===== src/rtl/cylon_ctrl_panel.sv =====
`default_nettype none
// ============================================================================
//  Module      : cylon_ctrl_panel
//  Description : Four-button control panel (mode, select, up, down) with
//                synchronizers, debouncers and up/down auto-repeat.
//  Revision    : 1.0 - initial release
// ============================================================================
module cylon_ctrl_panel #(
    parameter int DEBOUNCE_CLKS     = 1_000_000,
    parameter int REPEAT_DELAY_CLKS = 50_000_000,
    parameter int REPEAT_RATE_CLKS  = 10_000_000
) (
    input  logic       clk,
    input  logic       rst,
    input  logic       btn_mode,
    input  logic       btn_sel,
    input  logic       btn_up,
    input  logic       btn_down,
    output logic [1:0] mode,
    output logic [3:0] speed,
    output logic [3:0] brightness,
    output logic       sel,
    output logic       changed
);

    localparam int c_DB_W    = $clog2(DEBOUNCE_CLKS + 1);
    localparam int c_RPT_MAX = (REPEAT_DELAY_CLKS > REPEAT_RATE_CLKS) ?
                               REPEAT_DELAY_CLKS : REPEAT_RATE_CLKS;
    localparam int c_RPT_W   = $clog2(c_RPT_MAX + 1);

    localparam logic [c_DB_W-1:0]  c_DB_LAST    = c_DB_W'(DEBOUNCE_CLKS - 1);
    localparam logic [c_RPT_W-1:0] c_DELAY_LAST = c_RPT_W'(REPEAT_DELAY_CLKS - 1);
    localparam logic [c_RPT_W-1:0] c_RATE_LAST  = c_RPT_W'(REPEAT_RATE_CLKS - 1);

    localparam int c_B_MODE = 0;
    localparam int c_B_SEL  = 1;
    localparam int c_B_UP   = 2;
    localparam int c_B_DOWN = 3;

    typedef enum logic [1:0] {
        ST_IDLE   = 2'd0,
        ST_DELAY  = 2'd1,
        ST_REPEAT = 2'd2
    } state_t;

    logic [3:0] w_raw;
    logic [3:0] r_sync1;
    logic [3:0] r_sync2;
    logic [3:0] w_deb;
    logic [3:0] r_deb_q;
    logic [3:0] w_press;

    assign w_raw = {btn_down, btn_up, btn_sel, btn_mode};

    always_ff @(posedge clk or posedge rst) begin
        if (rst) begin
            r_sync1 <= '0;
            r_sync2 <= '0;
            r_deb_q <= '0;
        end else begin
            r_sync1 <= w_raw;
            r_sync2 <= r_sync1;
            r_deb_q <= w_deb;
        end
    end

    // One debouncer per button; any return to the accepted level clears the count.
    generate
        for (genvar gi = 0; gi < 4; gi++) begin : g_db
            logic [c_DB_W-1:0] r_cnt;
            logic              r_level;

            always_ff @(posedge clk or posedge rst) begin
                if (rst) begin
                    r_cnt   <= '0;
                    r_level <= 1'b0;
                end else if (r_sync2[gi] != r_level) begin
                    if (r_cnt == c_DB_LAST) begin
                        r_level <= r_sync2[gi];
                        r_cnt   <= '0;
                    end else begin
                        r_cnt <= r_cnt + c_DB_W'(1);
                    end
                end else begin
                    r_cnt <= '0;
                end
            end

            assign w_deb[gi] = r_level;
        end
    endgenerate

    assign w_press = w_deb & ~r_deb_q;

    state_t             r_state;
    state_t             w_state_nx;
    logic [c_RPT_W-1:0] r_rpt_cnt;
    logic [c_RPT_W-1:0] w_rpt_cnt_nx;
    logic               r_tgt;
    logic               w_tgt_nx;
    logic               r_dir_up;
    logic               w_dir_up_nx;
    logic               w_step;
    logic               w_held;

    logic [1:0] r_mode;
    logic [3:0] r_speed;
    logic [3:0] r_bright;
    logic       r_sel;
    logic       r_changed;

    always_ff @(posedge clk or posedge rst) begin
        if (rst) begin
            r_state   <= ST_IDLE;
            r_rpt_cnt <= '0;
            r_tgt     <= 1'b0;
            r_dir_up  <= 1'b0;
        end else begin
            r_state   <= w_state_nx;
            r_rpt_cnt <= w_rpt_cnt_nx;
            r_tgt     <= w_tgt_nx;
            r_dir_up  <= w_dir_up_nx;
        end
    end

    // A dropped hold behaves as idle so a press arriving in that cycle is kept.
    always_comb begin
        w_state_nx   = r_state;
        w_rpt_cnt_nx = r_rpt_cnt;
        w_tgt_nx     = r_tgt;
        w_dir_up_nx  = r_dir_up;
        w_step       = 1'b0;
        w_held       = r_dir_up ? w_deb[c_B_UP] : w_deb[c_B_DOWN];

        if (w_deb[c_B_UP] && w_deb[c_B_DOWN]) begin
            w_state_nx   = ST_IDLE;
            w_rpt_cnt_nx = '0;
        end else if (r_state == ST_IDLE || !w_held) begin
            w_state_nx   = ST_IDLE;
            w_rpt_cnt_nx = '0;
            if (w_press[c_B_UP] || w_press[c_B_DOWN]) begin
                w_state_nx  = ST_DELAY;
                w_tgt_nx    = r_sel;
                w_dir_up_nx = w_press[c_B_UP];
                w_step      = 1'b1;
            end
        end else begin
            case (r_state)
                ST_DELAY: begin
                    if (r_rpt_cnt == c_DELAY_LAST) begin
                        w_state_nx   = ST_REPEAT;
                        w_rpt_cnt_nx = '0;
                        w_step       = 1'b1;
                    end else begin
                        w_rpt_cnt_nx = r_rpt_cnt + c_RPT_W'(1);
                    end
                end
                ST_REPEAT: begin
                    if (r_rpt_cnt == c_RATE_LAST) begin
                        w_rpt_cnt_nx = '0;
                        w_step       = 1'b1;
                    end else begin
                        w_rpt_cnt_nx = r_rpt_cnt + c_RPT_W'(1);
                    end
                end
                default: begin
                    w_state_nx   = ST_IDLE;
                    w_rpt_cnt_nx = '0;
                end
            endcase
        end
    end

    logic [1:0] w_mode_nx;
    logic       w_sel_nx;
    logic [3:0] w_speed_nx;
    logic [3:0] w_bright_nx;
    logic [3:0] w_cur;
    logic [3:0] w_adj;
    logic       w_changed_nx;

    always_comb begin
        w_mode_nx   = w_press[c_B_MODE] ? r_mode + 2'd1 : r_mode;
        w_sel_nx    = r_sel ^ w_press[c_B_SEL];
        w_speed_nx  = r_speed;
        w_bright_nx = r_bright;
        w_cur       = w_tgt_nx ? r_bright : r_speed;
        w_adj       = w_cur;

        if (w_dir_up_nx) begin
            if (w_cur != 4'd15) w_adj = w_cur + 4'd1;
        end else begin
            if (w_cur != 4'd0) w_adj = w_cur - 4'd1;
        end

        if (w_step) begin
            if (w_tgt_nx) w_bright_nx = w_adj;
            else          w_speed_nx  = w_adj;
        end

        w_changed_nx = (w_mode_nx != r_mode) || (w_sel_nx != r_sel) ||
                       (w_speed_nx != r_speed) || (w_bright_nx != r_bright);
    end

    always_ff @(posedge clk or posedge rst) begin
        if (rst) begin
            r_mode    <= 2'd0;
            r_speed   <= 4'd0;
            r_bright  <= 4'd15;
            r_sel     <= 1'b0;
            r_changed <= 1'b0;
        end else begin
            r_mode    <= w_mode_nx;
            r_speed   <= w_speed_nx;
            r_bright  <= w_bright_nx;
            r_sel     <= w_sel_nx;
            r_changed <= w_changed_nx;
        end
    end

    assign mode       = r_mode;
    assign speed      = r_speed;
    assign brightness = r_bright;
    assign sel        = r_sel;
    assign changed    = r_changed;

endmodule
`default_nettype wire


===== config.mk =====
export PLATFORM = sky130hd
export DESIGN_NAME = cylon_ctrl_panel
export DESIGN_NICKNAME = d
export VERILOG_FILES = /design/src/rtl/cylon_ctrl_panel.sv
export SDC_FILE = /design/constraint.sdc
export NUM_CORES = 1
export LEC_CHECK = 0
export CAP_MARGIN = 25
export CORE_MARGIN = 2
export CORE_UTILIZATION = 48
export CTS_BUF_LIST = sky130_fd_sc_hd__clkbuf_8
export DETAILED_ROUTE_END_ITERATION = 12
export MAX_ROUTING_LAYER = met4
export PLACE_DENSITY = 0.67
export SETUP_SLACK_MARGIN = 0.4
export SYNTH_ARGS = -nofsm -noshare
export SYNTH_HDL_FRONTEND = slang
export SYNTH_SLANG_ARGS = --single-unit

===== constraint.sdc =====
create_clock -name clk -period 4.65 [get_ports clk]
set_clock_uncertainty 0.05 [all_clocks]
set_input_delay 0.93 -clock clk [delete_from_list [all_inputs] [get_ports clk]]
set_output_delay 0.93 -clock clk [all_outputs]
set_load 0.03 [all_outputs]

# Word level (Yosys, flattened, before mapping)
# Cells that the tools add are included.
# totals
regBits	138
input_bits	6
elab_cells	104
out_inout_bits	12
# op_classes
bitwise_logic	3
mux	40
addsub	8
eq_ne	19
n_reduce_logical	14
# op_table
cell	n
2-to-1 mux 20 bit	8
2-to-1 mux 26 bit	4
adder 20 x 1 -> 20 bit, second input constant	4
equality test 20 bit, second input constant	4
one-hot mux 26 bit (2 select lines)	1
2-to-1 mux 4 bit	8
adder 26 x 1 -> 26 bit, second input constant	1
equality test 26 x 24 -> 1 bit, second input constant	1
equality test 26 bit, second input constant	1
2-to-1 mux 1 bit	13
AND reduction 2 bit	5
2-to-1 mux 2 bit	4
inequality test 4 bit	2
inequality test 4 bit, second input constant	2
logical OR 1 bit	5
inequality test 1 bit	5
adder 4 x 1 -> 4 bit, second input constant	1
bitwise AND 4 bit	1
inverter 4 bit	1
one-hot mux 2 bit (2 select lines)	1
nonzero test 4 bit	1
subtractor 4 x 1 -> 4 bit, second input constant	1
inequality test 3 bit, second input constant	1
adder 2 x 1 -> 2 bit, second input constant	1
other kinds (8)	8

# Depth between registers and ports, before layout
# logic_depth
ltp_word	15
mapped_depth	16
depth_no_buf	15

# Worst setup path after synthesis
# Ideal clock, no wire load.
# synth_path
path_kind	register to register
from	reg r_state[0]
to	reg r_speed[2], in the netlist speed[2]
period_less_slack_ns	3.262
required_time_ns	4.475
path_stages_with_launch	15
arrival_time_ns	3.087
setup_slack_ns	1.388
n_path_buf	1
setup_time_ns	0.125
cell_sequence	dfrtp_1 -> inv_1 -> ha_1 -> nor2_1 -> or3_4 -> a21bo_2 -> and2_4 -> buf_8 -> inv_6 -> mux2_2 -> inv_1 -> ha_1 -> mux4_1 -> mux2_2 -> mux2_2
# synth_between
elab_chain_cells	10
word_cells_on_any_way	21
cone_classes	add/sub (2); eq/ne (3); mux (13); reduce/logical (3)
# synth_lines
element	line_no	text
from (decl)	95	state_t r_state;
from (signal assigned)	119	r_state <= w_state_nx;
zero test 2 bit (*)	138	end else if (r_state == ST_IDLE || !w_held) begin
logical OR 1 bit (*)	138	
2-to-1 mux 1 bit (*)	138	
2-to-1 mux 1 bit (*)	135	if (w_deb[c_B_UP] && w_deb[c_B_DOWN]) begin
named net w_tgt_nx	100	logic w_tgt_nx;
2-to-1 mux 4 bit	187	w_cur = w_tgt_nx ? r_bright : r_speed;
subtractor 4 x 1 -> 4 bit (tied with other cells)	193	if (w_cur != 4'd0) w_adj = w_cur - 4'd1;
2-to-1 mux 4 bit, on equally long branches	193, 191	
2-to-1 mux 4 bit	190	if (w_dir_up_nx) begin
2-to-1 mux 4 bit (*)	197	if (w_tgt_nx) w_bright_nx = w_adj;
2-to-1 mux 4 bit (*)	196	if (w_step) begin
named net w_speed_nx[2]	176	logic [3:0] w_speed_nx;
to (signal assigned)	214	r_speed <= w_speed_nx;
to (decl)	107	logic [3:0] r_speed;
# Mark *: on every way through the listed nets, which the timed path passes. The rest lies on a longest branch.
# A chain may end at the register's enable or synchronous reset.

# Final worst setup path
# layout_path
from	reg r_state[0]
to	reg r_speed[3], in the netlist speed[3]
# Same word-level chain as after synthesis.

==> flow_metrics.env <==
export IMPL_status="finished clean"
export IMPL_finalCritPeriodShare=0.7609
export IMPL_irDropWorstVdd_v=0.0001801
export IMPL_routed_wl_mm=12.64
export IMPL_grt_pass1_vias=4800
export IMPL_dieArea_sq_um=15060
export IMPL_final_cell_mix="dfrtp_1, nor2_1, nand3_1, nand2_1, xor2_1"
export IMPL_core_area_sq_um=13830
export IMPL_rows=43
export IMPL_synth_area_mux_share=0.03662
export IMPL_synth_compound_area_frac=0.04716
export IMPL_cp_max_fo=9
export IMPL_syn_nets=696
export IMPL_ff2ff_path_depth=14
export IMPL_synth_area_top_cells="dfrtp_1, nor2_1, xor2_1"
export IMPL_finalWorstSetupSlack_ns=1.112
export IMPL_preCtsSetupSlack_ns=1.189
export IMPL_ys_types=53
export IMPL_rsz0062_at_grt="false"
export IMPL_syn2layout_area_growth_pct=11.39
export IMPL_worstPathArrival_ns=3.84
export IMPL_slew_violations=0
export IMPL_whs_path_depth=0
export IMPL_grt_remaining_overflow=0
export IMPL_timing_setup_tns_ns=0
export IMPL_pin_count=18
export IMPL_diodes=0
export IMPL_ys_warn_count=0
export IMPL_clk_pin_slew_ns=0.08
export IMPL_synthCells=680
export IMPL_grt_start_max_net_pins=139
export IMPL_synth_area_sq_um=6765
export IMPL_root_buffer="clkbuf_8"
export IMPL_post_route_drc_count=0
export IMPL_nFillCells=1169
export IMPL_post_cts_buffers=0
export IMPL_synth_fa_ha_area_frac=0.01849
export IMPL_leakagePower_nw=3.201
export IMPL_cp_start_kind="register"
export IMPL_cts_tree="yes"
export IMPL_synth_top_area_frac=0.4957
export IMPL_routabilityCongestion=0.8653
export IMPL_final_common_cell="dfrtp_1"
export IMPL_yosysSeqAreaShare=0.5112
export IMPL_hold_class="reg -> reg"
export IMPL_drv_cap=0
export IMPL_die_y_microns=122.7
export IMPL_cts_max_level=4
export IMPL_initial_core_util=0.4893
export IMPL_dp_cells=863
export IMPL_power_density_nw_per_um2=308.8
export IMPL_clock_sinks=138
export IMPL_drive_gt1_frac=0.08811
export IMPL_required_ns=4.95
export IMPL_synth_top_family_by_area="simple AND/OR/NAND/NOR gates"
export IMPL_antenna_found_initial=0
export IMPL_relSlewSlack=0.5173
export IMPL_vias=4836
export IMPL_die_w_microns=122.7
export IMPL_regArea_sq_um=3458
export IMPL_hpwlAfterDp_mm=8.259
export IMPL_synth_avg_cell_area_sq_um=9.949
export IMPL_fmax_ghz=0.2826
export IMPL_clk_latency_ns=0.46
export IMPL_cts_buffers=17
export IMPL_total_power_mw=2.327
export IMPL_cts_hold_buf=0
export IMPL_cp_end_kind="register"
export IMPL_cts_buffer_depth=2
export IMPL_drt_initial_drc_count=299
export IMPL_timing_final_crit_period_ns=3.538
export IMPL_synthArstFlopShare=1.000
export IMPL_post_cts_resized=0
export IMPL_grt_pass1_wl_mm=22.16
export IMPL_yosysTopAreaCell="dfrtp_1"
export IMPL_whs_ns=0.3051
export IMPL_setup_viol=0
export IMPL_ys_flop_type="dfrtp_1"
export IMPL_grt_usage=0.1927
export IMPL_fin_nets=718
export IMPL_layout_cells_non_filler=895
export IMPL_multiInputGateArea_sq_um=3143
export IMPL_synth_edff_count=0
export IMPL_hold_violations=0
export IMPL_ant_nets=0
export IMPL_synthSimpleGateAreaFrac=0.2445
export IMPL_dr_pass1_iters=5
export IMPL_portBuffers=17
export IMPL_worst_pin_slew_ns=0.7240
export IMPL_vias_per_cell=5.403
export IMPL_synthXorXnorAreaFrac=0.1178
export IMPL_ys_seq_elements=138
export IMPL_crit_type="reg -> reg"
export IMPL_wl_per_cell_microns=14.12
==> cell families (layout without fill, tap and decap cells) <==
| logic type | Yosys count | after routing |
|---|---|---|
| simple gates | 331 | 331 |
| flops | 138 | 138 |
| xor+xnor | 91 | 91 |
| compound gates | 53 | 53 |
| buf+inv | 37 | 72 |
| mux | 20 | 20 |
| fa+ha+maj | 10 | 10 |
==> per-layer routing <==
metal	wire (microns)	share of wire	vias to the layer above	GRT usage
li1	-	-	2356	-
met1	5919	0.47	2369	0.2467
met2	6111	0.48	89	0.2935
met3	445	0.035	22	0.04879
met4	163	0.013	0	0.07759
met5	0	0	-	-
==> Yosys cell counts, types with 3 or more instances <==
| cell type | count |
|---|---|
| nor4b_1 | 4 |
| and4_1 | 11 |
| o21ai_0 | 18 |
| nand4_1 | 10 |
| dfrtp_1 | 134 |
| or3_1 | 17 |
| nand2_1 | 46 |
| or2_2 | 3 |
| nor3_1 | 8 |
| xnor2_1 | 45 |
| and3_1 | 20 |
| nor2_1 | 123 |
| xor2_1 | 46 |
| clkbuf_1 | 11 |
| and2_1 | 4 |
| nor4_1 | 8 |
| nor2b_1 | 8 |
| dfstp_2 | 4 |
| nand3_1 | 50 |
| mux2i_1 | 6 |
| mux2_2 | 12 |
| ha_1 | 10 |
| inv_1 | 19 |
| a21oi_1 | 21 |
| nand2b_1 | 7 |
==> final timing paths <==
path	from	endpoint	slack [ns]
min	r_sync1[3]	r_sync2[3]	0.31
min in group asynchronous	rst	g_db[1].r_cnt[18]	0.96
max reg2reg	r_state[0]	speed[3]	1.11
min reg2reg	r_sync1[3]	r_sync2[3]	0.31
max in group asynchronous	rst	speed[0]	3.05
max	r_state[0]	speed[3]	1.11
==> power breakdown <==
group | switching (mW) | internal (mW)
Clock | 0.509 | 0.541
Combinational | 0.0405 | 0.0153
Sequential | 0.0107 | 1.21
Total | 0.560 | 1.77
==> per-stage QoR <==
stage	instance area, sq um	util
floorplan	6769	-
finish	7536	0.5450
global route	7536	0.5450
global placement	7112	0.5143
detailed placement	7112	0.5143
CTS	7536	0.5450
==> critical path, cell delays in order, from the launching register on <==
cell and delay, ns:
dfrtp_1 0.41, inv_1 0.09, ha_1 0.27, nor2_1 0.07
or3_4 0.35, a21bo_2 0.24, and2_4 0.19, inv_6 0.10
mux2_2 0.37, ha_1 0.28, nand2b_1 0.18, mux2i_1 0.19
mux2i_1 0.10, mux2_2 0.28, mux2_2 0.25
==> final cells by class <==
cell class	instances	area share
Sequential cell	138	0.4589
Clock buffer	17	0.03105
Timing Repair Buffer	19	0.02623
Multi-Input combinational cell	505	0.4171
Clock inverter	15	0.02524
Inverter	21	0.01162
Tap cell	180	0.02989
==> registers in the layout, summed over array words and instances, names as in the netlist, 2 cells and up <==
register	count
speed	4
g_db.r_level	4
r_deb_q	4
r_rpt_cnt	26
mode	2
brightness	4
g_db.r_cnt	80
r_sync1	4
r_sync2	4
r_state	2
No activity file was read; power rests on OpenSTA's default activity.
